===== config.mk =====
export PLATFORM = sky130hd
export DESIGN_NAME = fractal_sync_root_rsp
export DESIGN_NICKNAME = d
export VERILOG_FILES = /design/src/rtl/fractal_sync_pkg.sv /design/src/rtl/fractal_sync_bt_entry.sv /design/src/rtl/fractal_sync_root_rsp.sv
export SDC_FILE = /design/constraint.sdc
export NUM_CORES = 1
export LEC_CHECK = 0
export ABC_AREA = 0
export ABC_CLOCK_PERIOD_IN_PS = 4200
export CELL_PAD_IN_SITES_DETAIL_PLACEMENT = 2
export CELL_PAD_IN_SITES_GLOBAL_PLACEMENT = 2
export CORE_ASPECT_RATIO = 0.8
export CORE_MARGIN = 2
export CORE_UTILIZATION = 25
export CTS_BUF_LIST = sky130_fd_sc_hd__clkbuf_16
export CTS_CLUSTER_DIAMETER = 50
export DETAILED_ROUTE_END_ITERATION = 10
export PLACE_DENSITY_LB_ADDON = 0.1
export SYNTH_ARGS = -nofsm -noshare
export SYNTH_HDL_FRONTEND = slang
export SYNTH_SLANG_ARGS = --single-unit

===== constraint.sdc =====
create_clock -name clk_i -period 4.2 [get_ports clk_i]
set_input_delay 1.05 -clock clk_i [delete_from_list [all_inputs] [get_ports clk_i]]
set_output_delay 1.05 -clock clk_i [all_outputs]
set_load 0.02 [all_outputs]

===== src/rtl/fractal_sync_pkg.sv =====
// fractal_sync_pkg: shared constants, request classes and barrier entry layout for the fractal sync root
package fractal_sync_pkg;
  localparam int SD_WIDTH = 2;
  localparam int LEFT  = 0;
  localparam int RIGHT = 1;
  typedef enum logic [1:0] {REQ_LOCAL, REQ_BARRIER, REQ_OVERFLOW} req_class_e;
  typedef struct packed {
    logic [1:0]          arrived;
    logic [SD_WIDTH-1:0] src0;
    logic [SD_WIDTH-1:0] src1;
  } bt_entry_t;
  function automatic logic [SD_WIDTH-1:0] gate_src(input logic en, input logic [SD_WIDTH-1:0] src);
    return en ? src : '0;
  endfunction
endpackage


===== src/rtl/fractal_sync_bt_entry.sv =====
// fractal_sync_bt_entry: one barrier table slot tracking per-port arrival, saved sources and completion
module fractal_sync_bt_entry
  import fractal_sync_pkg::*;
(
  input  logic                clk_i,
  input  logic                rst_ni,
  input  logic [1:0]          bar_i,
  input  logic [SD_WIDTH-1:0] src0_i,
  input  logic [SD_WIDTH-1:0] src1_i,
  output logic [1:0]          arrived_o,
  output logic [1:0]          double_o,
  output logic                done_o,
  output logic [SD_WIDTH-1:0] wdst0_o,
  output logic [SD_WIDTH-1:0] wdst1_o
);
  bt_entry_t  entry_q, entry_d;
  logic [1:0] arr_set, arr_nxt;
  // A repeated arrival is DOUBLE and leaves its bit alone; a full entry empties itself the same cycle
  always_comb begin
    arr_set          = bar_i & ~entry_q.arrived;
    double_o         = bar_i & entry_q.arrived;
    arr_nxt          = entry_q.arrived | arr_set;
    done_o           = (&arr_nxt) & (|arr_set);
    wdst0_o          = arr_set[LEFT] ? src0_i : entry_q.src0;
    wdst1_o          = arr_set[RIGHT] ? src1_i : entry_q.src1;
    entry_d.arrived  = done_o ? 2'b00 : arr_nxt;
    entry_d.src0     = done_o ? '0 : wdst0_o;
    entry_d.src1     = done_o ? '0 : wdst1_o;
  end
  // Entry storage, emptied on reset
  always_ff @(posedge clk_i or negedge rst_ni)
    if (!rst_ni) entry_q <= '0;
    else         entry_q <= entry_d;
  assign arrived_o = entry_q.arrived;
endmodule


===== src/rtl/fractal_sync_root_rsp.sv =====
// fractal_sync_root_rsp: root terminal responder answering child sync requests with wake or error
module fractal_sync_root_rsp
  import fractal_sync_pkg::*;
#(
  parameter int AGGR_WIDTH = 1,
  parameter int ID_WIDTH   = 2
) (
  input  logic                  clk_i,
  input  logic                  rst_ni,
  input  logic                  slv_0_sync_i,
  input  logic [AGGR_WIDTH-1:0] slv_0_aggr_i,
  input  logic [ID_WIDTH-1:0]   slv_0_id_i,
  input  logic [SD_WIDTH-1:0]   slv_0_src_i,
  output logic                  slv_0_wake_o,
  output logic [SD_WIDTH-1:0]   slv_0_dst_o,
  output logic                  slv_0_error_o,
  input  logic                  slv_1_sync_i,
  input  logic [AGGR_WIDTH-1:0] slv_1_aggr_i,
  input  logic [ID_WIDTH-1:0]   slv_1_id_i,
  input  logic [SD_WIDTH-1:0]   slv_1_src_i,
  output logic                  slv_1_wake_o,
  output logic [SD_WIDTH-1:0]   slv_1_dst_o,
  output logic                  slv_1_error_o,
  output logic [ID_WIDTH:0]     pending_o
);
  localparam int N = 2**ID_WIDTH;
  logic [1:0]                 sync;
  logic [1:0][AGGR_WIDTH-1:0] aggr;
  logic [1:0][ID_WIDTH-1:0]   id;
  logic [1:0][SD_WIDTH-1:0]   src;
  req_class_e                 cls [2];
  logic [N-1:0][1:0]          bar, arrived, dbl;
  logic [N-1:0]               done;
  logic [N-1:0][SD_WIDTH-1:0] wdst0, wdst1;
  logic [1:0]                 wake_d, wake_q, err_d, err_q;
  logic [1:0][SD_WIDTH-1:0]   dst_d, dst_q;
  logic [ID_WIDTH:0]          pend;
  assign sync = {slv_1_sync_i, slv_0_sync_i};
  assign aggr = {slv_1_aggr_i, slv_0_aggr_i};
  assign id   = {slv_1_id_i, slv_0_id_i};
  assign src  = {slv_1_src_i, slv_0_src_i};
  // Leading one at bit 0 targets the root level; anything higher has nowhere to go
  always_comb begin
    for (int p = 0; p < 2; p++)
      cls[p] = aggr[p] == '0 ? REQ_LOCAL : aggr[p] == AGGR_WIDTH'(1) ? REQ_BARRIER : REQ_OVERFLOW;
    for (int i = 0; i < N; i++)
      for (int p = 0; p < 2; p++)
        bar[i][p] = sync[p] && cls[p] == REQ_BARRIER && id[p] == ID_WIDTH'(i);
  end
  for (genvar g = 0; g < N; g++) begin : g_entry
    fractal_sync_bt_entry u_entry (
      .clk_i     (clk_i),
      .rst_ni    (rst_ni),
      .bar_i     (bar[g]),
      .src0_i    (src[LEFT]),
      .src1_i    (src[RIGHT]),
      .arrived_o (arrived[g]),
      .double_o  (dbl[g]),
      .done_o    (done[g]),
      .wdst0_o   (wdst0[g]),
      .wdst1_o   (wdst1[g])
    );
  end
  // Merge local wakes, completion wakes and errors; dst is a source bitmask so wakes OR together
  always_comb begin
    wake_d = '0;
    err_d  = '0;
    dst_d  = '0;
    pend   = '0;
    for (int p = 0; p < 2; p++) begin
      wake_d[p] = sync[p] && cls[p] == REQ_LOCAL;
      dst_d[p]  = gate_src(wake_d[p], src[p]);
      err_d[p]  = sync[p] && cls[p] == REQ_OVERFLOW;
    end
    for (int i = 0; i < N; i++) begin
      wake_d       = wake_d | {2{done[i]}};
      err_d        = err_d | dbl[i];
      dst_d[LEFT]  = dst_d[LEFT] | gate_src(done[i], wdst0[i]);
      dst_d[RIGHT] = dst_d[RIGHT] | gate_src(done[i], wdst1[i]);
      pend         = pend + (ID_WIDTH+1)'(^arrived[i]);
    end
  end
  // Registered response pulses; dst only moves when a wake is issued
  always_ff @(posedge clk_i or negedge rst_ni)
    if (!rst_ni) begin
      wake_q <= '0;
      err_q  <= '0;
      dst_q  <= '0;
    end else begin
      wake_q <= wake_d;
      err_q  <= err_d;
      for (int p = 0; p < 2; p++)
        dst_q[p] <= wake_d[p] ? dst_d[p] : dst_q[p];
    end
  assign slv_0_wake_o  = wake_q[LEFT];
  assign slv_1_wake_o  = wake_q[RIGHT];
  assign slv_0_error_o = err_q[LEFT];
  assign slv_1_error_o = err_q[RIGHT];
  assign slv_0_dst_o   = dst_q[LEFT];
  assign slv_1_dst_o   = dst_q[RIGHT];
  assign pending_o     = pend;
endmodule


==> flow_summary.ini, run 1 <==
[die]
floorplan.initialDensity_pct = 26.2
die_w_um = 103
fp.dieArea_um2 = 8570
design.portCount = 25
placement_rows = 28
design.core.area_um2 = 7500
fp.dieH_um = 83.2

[sta]
period_share_pct = 87.1
fin_hold_ws_ns = 0.532
finalMaxSlewViolations = 0
clock-skew-final_ns = 0.00407
final-hold-violation-count = 0
worst-slew-pin-transition_ns = 0.535
fin_setup_tns_ns = 0
rsz0062_at_grt = no
rel_slew_slack_pct = 64.2
finalSetupViolCount = 0
finalCriticalPeriod_ns = 3.66
fmaxAchievable_mhz = 273

[clocking]
cts-htree-levels = 2
max_root_sink_buffers = 2
cts_made_buffers = 5
buffer_count_from_post_cts_setup_fixing = 0
tritoncts_num_sinks = 32
clock_insertion_delay_worst_skew_ns = 0.28
ctsHoldBuffers = 0
cts_resized = 0
cts.root.buffer_cell = sky130_fd_sc_hd__clkbuf_16
tritoncts = built
cts.reportedPaths.clkPinSlew_ns = 0.05

[critical_path]
crit_start = g_entry[2].u_entry.arrived_o[1]
regToRegSetupSlack_ns = 2.18
critPathSlowestCell = sky130_fd_sc_hd__clkdlybuf4s50_1
largest_fanout_on_the_critical_path = 11
path_common_cell = sky130_fd_sc_hd__ha_1
arrival_ns = 2.61
worstSetupStartpointType = flip-flop
setup.worst_path.class = flip-flop to output port
timing.critical_path.max_delay_family = adder cells
crit_path_max_incr_delay_ns = 0.59
launch_point_of_the_worst_reg_to_reg_path = g_entry[3].u_entry.arrived_o[0]
rr_worst_depth = 5
worstPathRequired_ns = 3.15
worst_setup_endpoint = pending_o[1]
critical_path_buf_inv_count = 1
worst_setup_path_end_kind = output port
crit_cells = 5
timing.critical_path.cells = xor2_1, fa_1, ha_1, ha_1, clkdlybuf4s50_1
critical_path.reg2reg.endpoint = slv_0_dst_o[1]

[worst_hold_path]
min-delay-path-class = flip-flop to flip-flop
hold-path-cell-count = 2

[global_routing]
grtUsageTotal_pct = 16.6
antenna_violations_before_repair = 0
global_route_wire_length_before_repair_um = 10600
global_route.overflow_total = 0
grt_start_max_net_pins = 33
via_count_of_the_first_global_routing_pass = 1860

[synth]
share_of_synthesized_cell_area_in_full_adder_half_adder_and_majority_cells_pct = 2.30
synth_seq_cells = 32
yosysSeqAreaShare_pct = 40.8
mappedNetlistNets = 224
synth-edff-count = 0
synth-simple-area-share_pct = 26.6
async_flop_share_pct = 100
ys_warn_count = 0
synth_xor_area_share_pct = 1.79
syn-instance-count = 207
compound_gate_portion_of_the_synthesized_area_pct = 13.0
synth.area.mux_share_pct = 9.64
synth.cell_area_um2 = 1960
yosys_most_used_dff = sky130_fd_sc_hd__dfrtp_1
synth_top_family_by_area = simple AND/OR/NAND/NOR gates
synthDistinctLibCells = 54
post_synth.cell_area_avg_um2 = 9.47

[cells_and_area]
most_common_cell_after_layout_fill_and_taps_aside = sky130_fd_sc_hd__dfrtp_1
ant_diodes = 0
fin_nets = 241
drive_gt1_share_pct = 8.89
synthToLayoutAreaGrowth_pct = 23.5
most-common-layout-cells = sky130_fd_sc_hd__dfrtp_1 (32), sky130_fd_sc_hd__nor2_1 (25), sky130_fd_sc_hd__clkdlybuf4s50_1 (24)
finalNonFillerCells = 330

[routing]
detail-route-antenna-nets = 0
final_wirelength_um = 6460
post-route-drc-count = 0
route.detailed.vias_per_inst = 5.03
dr_total_vias = 1659
detailedRoute.firstPassIterationCount = 4
drt_first_iter_violations = 84
routed_wire_length_per_instance_um = 19.6

[run_status]
run_status = completed

[place]
gp_congestion = 0.813
dp.final_hpwl_um = 5010
dp.cells = 322
io_buffers = 24

[power_and_ir_drop]
cellPowerDensity_nw_per_um2 = 701
static_leakage_nw = 1.04
irDropWorstVdd_mv = 0.219

[flow_run]
max_cap_viol_count = 0
final cells by class:
class / instances / area, um^2
Clock buffer: 5 / 125
Clock inverter: 3 / 38.8
Fill cell: 858 / 5070
Inverter: 7 / 26.3
Multi-Input combinational cell: 152 / 1040
Timing Repair Buffer: 26 / 255
Tap cell: 105 / 131
Sequential cell: 32 / 801
worst min-delay path by stage:
stage                                        startpoint                       endpoint  slack (ns)
after floorplan           g_entry[0].u_entry.entry_q[2]  g_entry[0].u_entry.entry_q[2]        0.48
after global placement    g_entry[0].u_entry.entry_q[2]  g_entry[0].u_entry.entry_q[2]        0.51
after detailed placement  g_entry[3].u_entry.entry_q[3]  g_entry[3].u_entry.entry_q[3]        0.53
after CTS                 g_entry[3].u_entry.entry_q[3]  g_entry[3].u_entry.entry_q[3]        0.54
after global routing      g_entry[3].u_entry.entry_q[3]  g_entry[3].u_entry.entry_q[3]        0.57
final                                    slv_1_dst_o[1]                 slv_1_dst_o[1]        0.53
layer usage:
metal / global-route usage [%] / routed length [um]
met1: 23.9 / 3200
met2: 25.2 / 2980
met3: 4.12 / 235
met4: 2.87 / 48
met5: 0 / 0
per-stage QoR:
stage	instance area (um^2)	worst slack, ns	total power [mW]	utilization (%)
finish	2420	0.540	1.70	32.3
global route	2420	0.370	1.84	32.3
CTS	2420	0.510	1.73	32.3
detailed placement	2260	0.673	1.32	30.1
global placement	2260	0.778	1.28	30.1
floorplan	1960	1.37	1.03	-
worst min-delay path, stage by stage (launching register included):
cell                      delay [ns]
sky130_fd_sc_hd__dfrtp_1        0.37
sky130_fd_sc_hd__inv_1          0.05
sky130_fd_sc_hd__mux2i_1        0.06
registers in the layout (all words and copies together), names as in the netlist:
signal and cells:
g_entry.u_entry.entry_q 16, g_entry.u_entry.arrived_o 8, err_q 2, slv_0_dst_o 2, slv_1_dst_o 2, wake_q 2
where the power goes:
| group | internal, mW | total, mW | switching, mW |
|---|---|---|---|
| logic | 0.354 | 0.739 | 0.385 |
| clock network | 0.276 | 0.408 | 0.132 |
| registers | 0.421 | 0.552 | 0.131 |
| total | 1.05 | 1.70 | 0.647 |
cell usage after synthesis (all sizes together) (2+ instances only):
| cell | instances | area [um^2] |
|---|---|---|
| nand3 | 7 | 35.0 |
| and4b | 2 | 23.8 |
| o22ai | 2 | 12.5 |
| mux4 | 2 | 48.8 |
| nand2 | 17 | 63.8 |
| nand3b | 3 | 22.5 |
| or4b | 2 | 27.5 |
| mux2i | 14 | 140 |
| ha | 2 | 25.0 |
| and2 | 2 | 12.5 |
| a21oi | 11 | 55.1 |
| xor2 | 4 | 35.0 |
| dfrtp | 32 | 801 |
| o21ai | 2 | 10.0 |
| nor3 | 2 | 10.0 |
| or3 | 2 | 12.5 |
| inv | 7 | 26.3 |
| clkbuf | 10 | 37.5 |
| and3 | 8 | 56.3 |
| nor2b | 10 | 62.6 |
| buf | 6 | 51.3 |
| or2 | 4 | 25.0 |
| nand4 | 4 | 25.0 |
| a2111oi | 4 | 35.0 |
| a22oi | 2 | 15.0 |
| nor2 | 25 | 93.8 |
| a32oi | 2 | 17.5 |
logic make-up after synthesis:
| group | count (synthesis) |
|---|---|
| simple gates | 94 |
| buf+inv | 23 |
| mux | 16 |
| xor+xnor | 4 |
| fa+ha+maj | 3 |
| compound gates | 35 |
| flops | 32 |
No activity file was read; power rests on OpenSTA's default activity.
==> run 2, diff against run 1 <==
REMOVE_ABC_BUFFERS = 1   (was unset)
==> run 2 against run 1 <==
Effect of this change:
- clock power grew 2%
- hold slack lost 0.013 ns
- wire length grew 5.5%
- sequential power is essentially flat
- first-iteration DRC count grew 9.5%
- final area grew 0.31%
- utilization grew 0.10 points
- maximum frequency shrank 1.1%
- critical path type unchanged
- highest routed layer unchanged
==> flow_summary.ini, run 2 (same netlist as run 1, synthesis figures left out) <==
[die]
placement_rows = 28
design.core.area_um2 = 7500
die_w_um = 103
floorplan.initialDensity_pct = 26.2
design.portCount = 25
fp.dieH_um = 83.2
fp.dieArea_um2 = 8570

[cells_and_area]
synthToLayoutAreaGrowth_pct = 23.9
ant_diodes = 0
most_common_cell_after_layout_fill_and_taps_aside = sky130_fd_sc_hd__dfrtp_1
drive_gt1_share_pct = 9.29
registers.top_by_ff_count = g_entry.u_entry.entry_q
finalNonFillerCells = 331
max_ffs_per_register = 16
most-common-layout-cells = sky130_fd_sc_hd__dfrtp_1 (32), sky130_fd_sc_hd__nor2_1 (25), sky130_fd_sc_hd__clkdlybuf4s50_1 (24)
fin_nets = 242
fillCellCount = 855

[sta]
fmaxAchievable_mhz = 270
final-hold-violation-count = 0
fin_hold_ws_ns = 0.519
clock-skew-final_ns = 0.00965
fin_setup_tns_ns = 0
finalMaxSlewViolations = 0
fin_ws_ns = 0.500
rel_slew_slack_pct = 47.6
finalSetupViolCount = 0
worst-slew-pin-transition_ns = 0.766
period_share_pct = 88.1
rsz0062_at_grt = no
finalCriticalPeriod_ns = 3.70

[global_routing]
grt_start_max_net_pins = 33
grtUsageTotal_pct = 17.3
global_route.overflow_total = 0
antenna_violations_before_repair = 0
via_count_of_the_first_global_routing_pass = 1885
global_route_wire_length_before_repair_um = 11200

[clocking]
cts_resized = 0
clock_insertion_delay_worst_skew_ns = 0.28
cts.root.buffer_cell = sky130_fd_sc_hd__clkbuf_16
tritoncts = built
ctsHoldBuffers = 0
tritoncts_num_sinks = 32
buffer_count_from_post_cts_setup_fixing = 0
cts.reportedPaths.clkPinSlew_ns = 0.06
cts_made_buffers = 5
cts-htree-levels = 2
max_root_sink_buffers = 2

[power_and_ir_drop]
power.total_mw = 1.72
cellPowerDensity_nw_per_um2 = 708
irDropWorstVdd_mv = 0.612
static_leakage_nw = 1.04

[critical_path]
timing.critical_path.cells = xor2_1, fa_1, ha_1, ha_1, clkdlybuf4s50_1
regToRegSetupSlack_ns = 1.90
launch_point_of_the_worst_reg_to_reg_path = g_entry[1].u_entry.arrived_o[0]
rr_worst_depth = 4
critPathSlowestCell = sky130_fd_sc_hd__clkdlybuf4s50_1
worst_setup_path_end_kind = output port
setup.worst_path.class = flip-flop to output port
arrival_ns = 2.65
worstPathRequired_ns = 3.15
worstSetupStartpointType = flip-flop
largest_fanout_on_the_critical_path = 9
path_common_cell = sky130_fd_sc_hd__ha_1
crit_path_max_incr_delay_ns = 0.59
critical_path.reg2reg.endpoint = slv_1_dst_o[1]

[routing]
dr_total_vias = 1672
route.detailed.vias_per_inst = 5.05
detail-route-antenna-nets = 0
final_wirelength_um = 6820
drt_first_iter_violations = 92
post-route-drc-count = 0
routed_wire_length_per_instance_um = 20.6
detailedRoute.firstPassIterationCount = 4

[place]
dp.cells = 323
dp.final_hpwl_um = 5000
post_place_worst_slack_ns = 0.532
io_buffers = 24
gp_congestion = 0.774

[worst_hold_path]
hold-path-cell-count = 2
min-delay-path-class = flip-flop to flip-flop
whs_endpoint = g_entry[3].u_entry.entry_q[3]
holdCritStartpoint = g_entry[3].u_entry.entry_q[3]

[run_status]
run_status = completed

[flow_run]
max_cap_viol_count = 0
## run 2: cell count changes in the layout (fill, tap and decap cells not counted)
cell,before,now
sky130_fd_sc_hd__buf_4,2,3
## run 2: how the worst max path moves through the flow
stage	start	to	cells past startpoint
6_report	g_entry[2].u_entry.arrived_o[0]	pending_o[1]	5
5_1_grt	g_entry[2].u_entry.arrived_o[0]	pending_o[1]	5
4_1_cts	g_entry[2].u_entry.arrived_o[0]	pending_o[1]	5
3_5_place_dp	slv_0_id_i[0]	slv_1_dst_o[1]	6
3_3_place_gp	slv_0_id_i[0]	slv_1_dst_o[1]	6
2_1_floorplan	g_entry[3].u_entry.arrived_o[1]	pending_o[1]	4
## run 2: worst max-delay path, delay by kind of cell (launching register included)
kind / cells / cell delay [ns]
xor gates and xnor gates: 1 / 0.29
adders and majority gates: 3 / 0.97
buffers and inverters: 1 / 0.59
DFF: 1 / 0.52
## run 2: layout make-up
| class | instances | area (um^2) | area share [%] |
|---|---|---|---|
| Clock buffer | 5 | 125 | 5.15 |
| Clock inverter | 3 | 38.8 | 1.60 |
| Inverter | 7 | 26.3 | 1.08 |
| Multi-Input combinational cell | 152 | 1040 | 43.0 |
| Sequential cell | 32 | 801 | 33.0 |
| Tap cell | 105 | 131 | 5.41 |
| Timing Repair Buffer | 27 | 263 | 10.8 |
## run 2: where the power goes
part | internal, mW | switching (mW) | total [mW]
registers | 0.421 | 0.130 | 0.551
logic | 0.359 | 0.394 | 0.753
clock network | 0.277 | 0.140 | 0.416
## run 2: layer usage
metal | global-route usage [%] | up-vias | share of wire, % | routed length [um]
met2 | 25.1 | 28 | 45 | 3080
met5 | 0 | - | 0 | 0
met1 | 25.9 | 866 | 51 | 3470
li1 | - | 774 | - | -
met3 | 3.37 | 4 | 3.0 | 203
met4 | 4.78 | 0 | 0.87 | 59
## run 2: per-stage QoR
stage,instance area (um^2),utilization [%]
after floorplan,1870,-
after CTS,2430,32.4
after detailed placement,2270,30.2
after global routing,2430,32.4
after global placement,2270,30.2
final,2430,32.4
==> run 3, diff against run 2 <==
CTS_CLUSTER_DIAMETER = unset   (was 50)
==> results of run 3 <==
No change in the layout: final DEF, timing and power equal those of run 2.
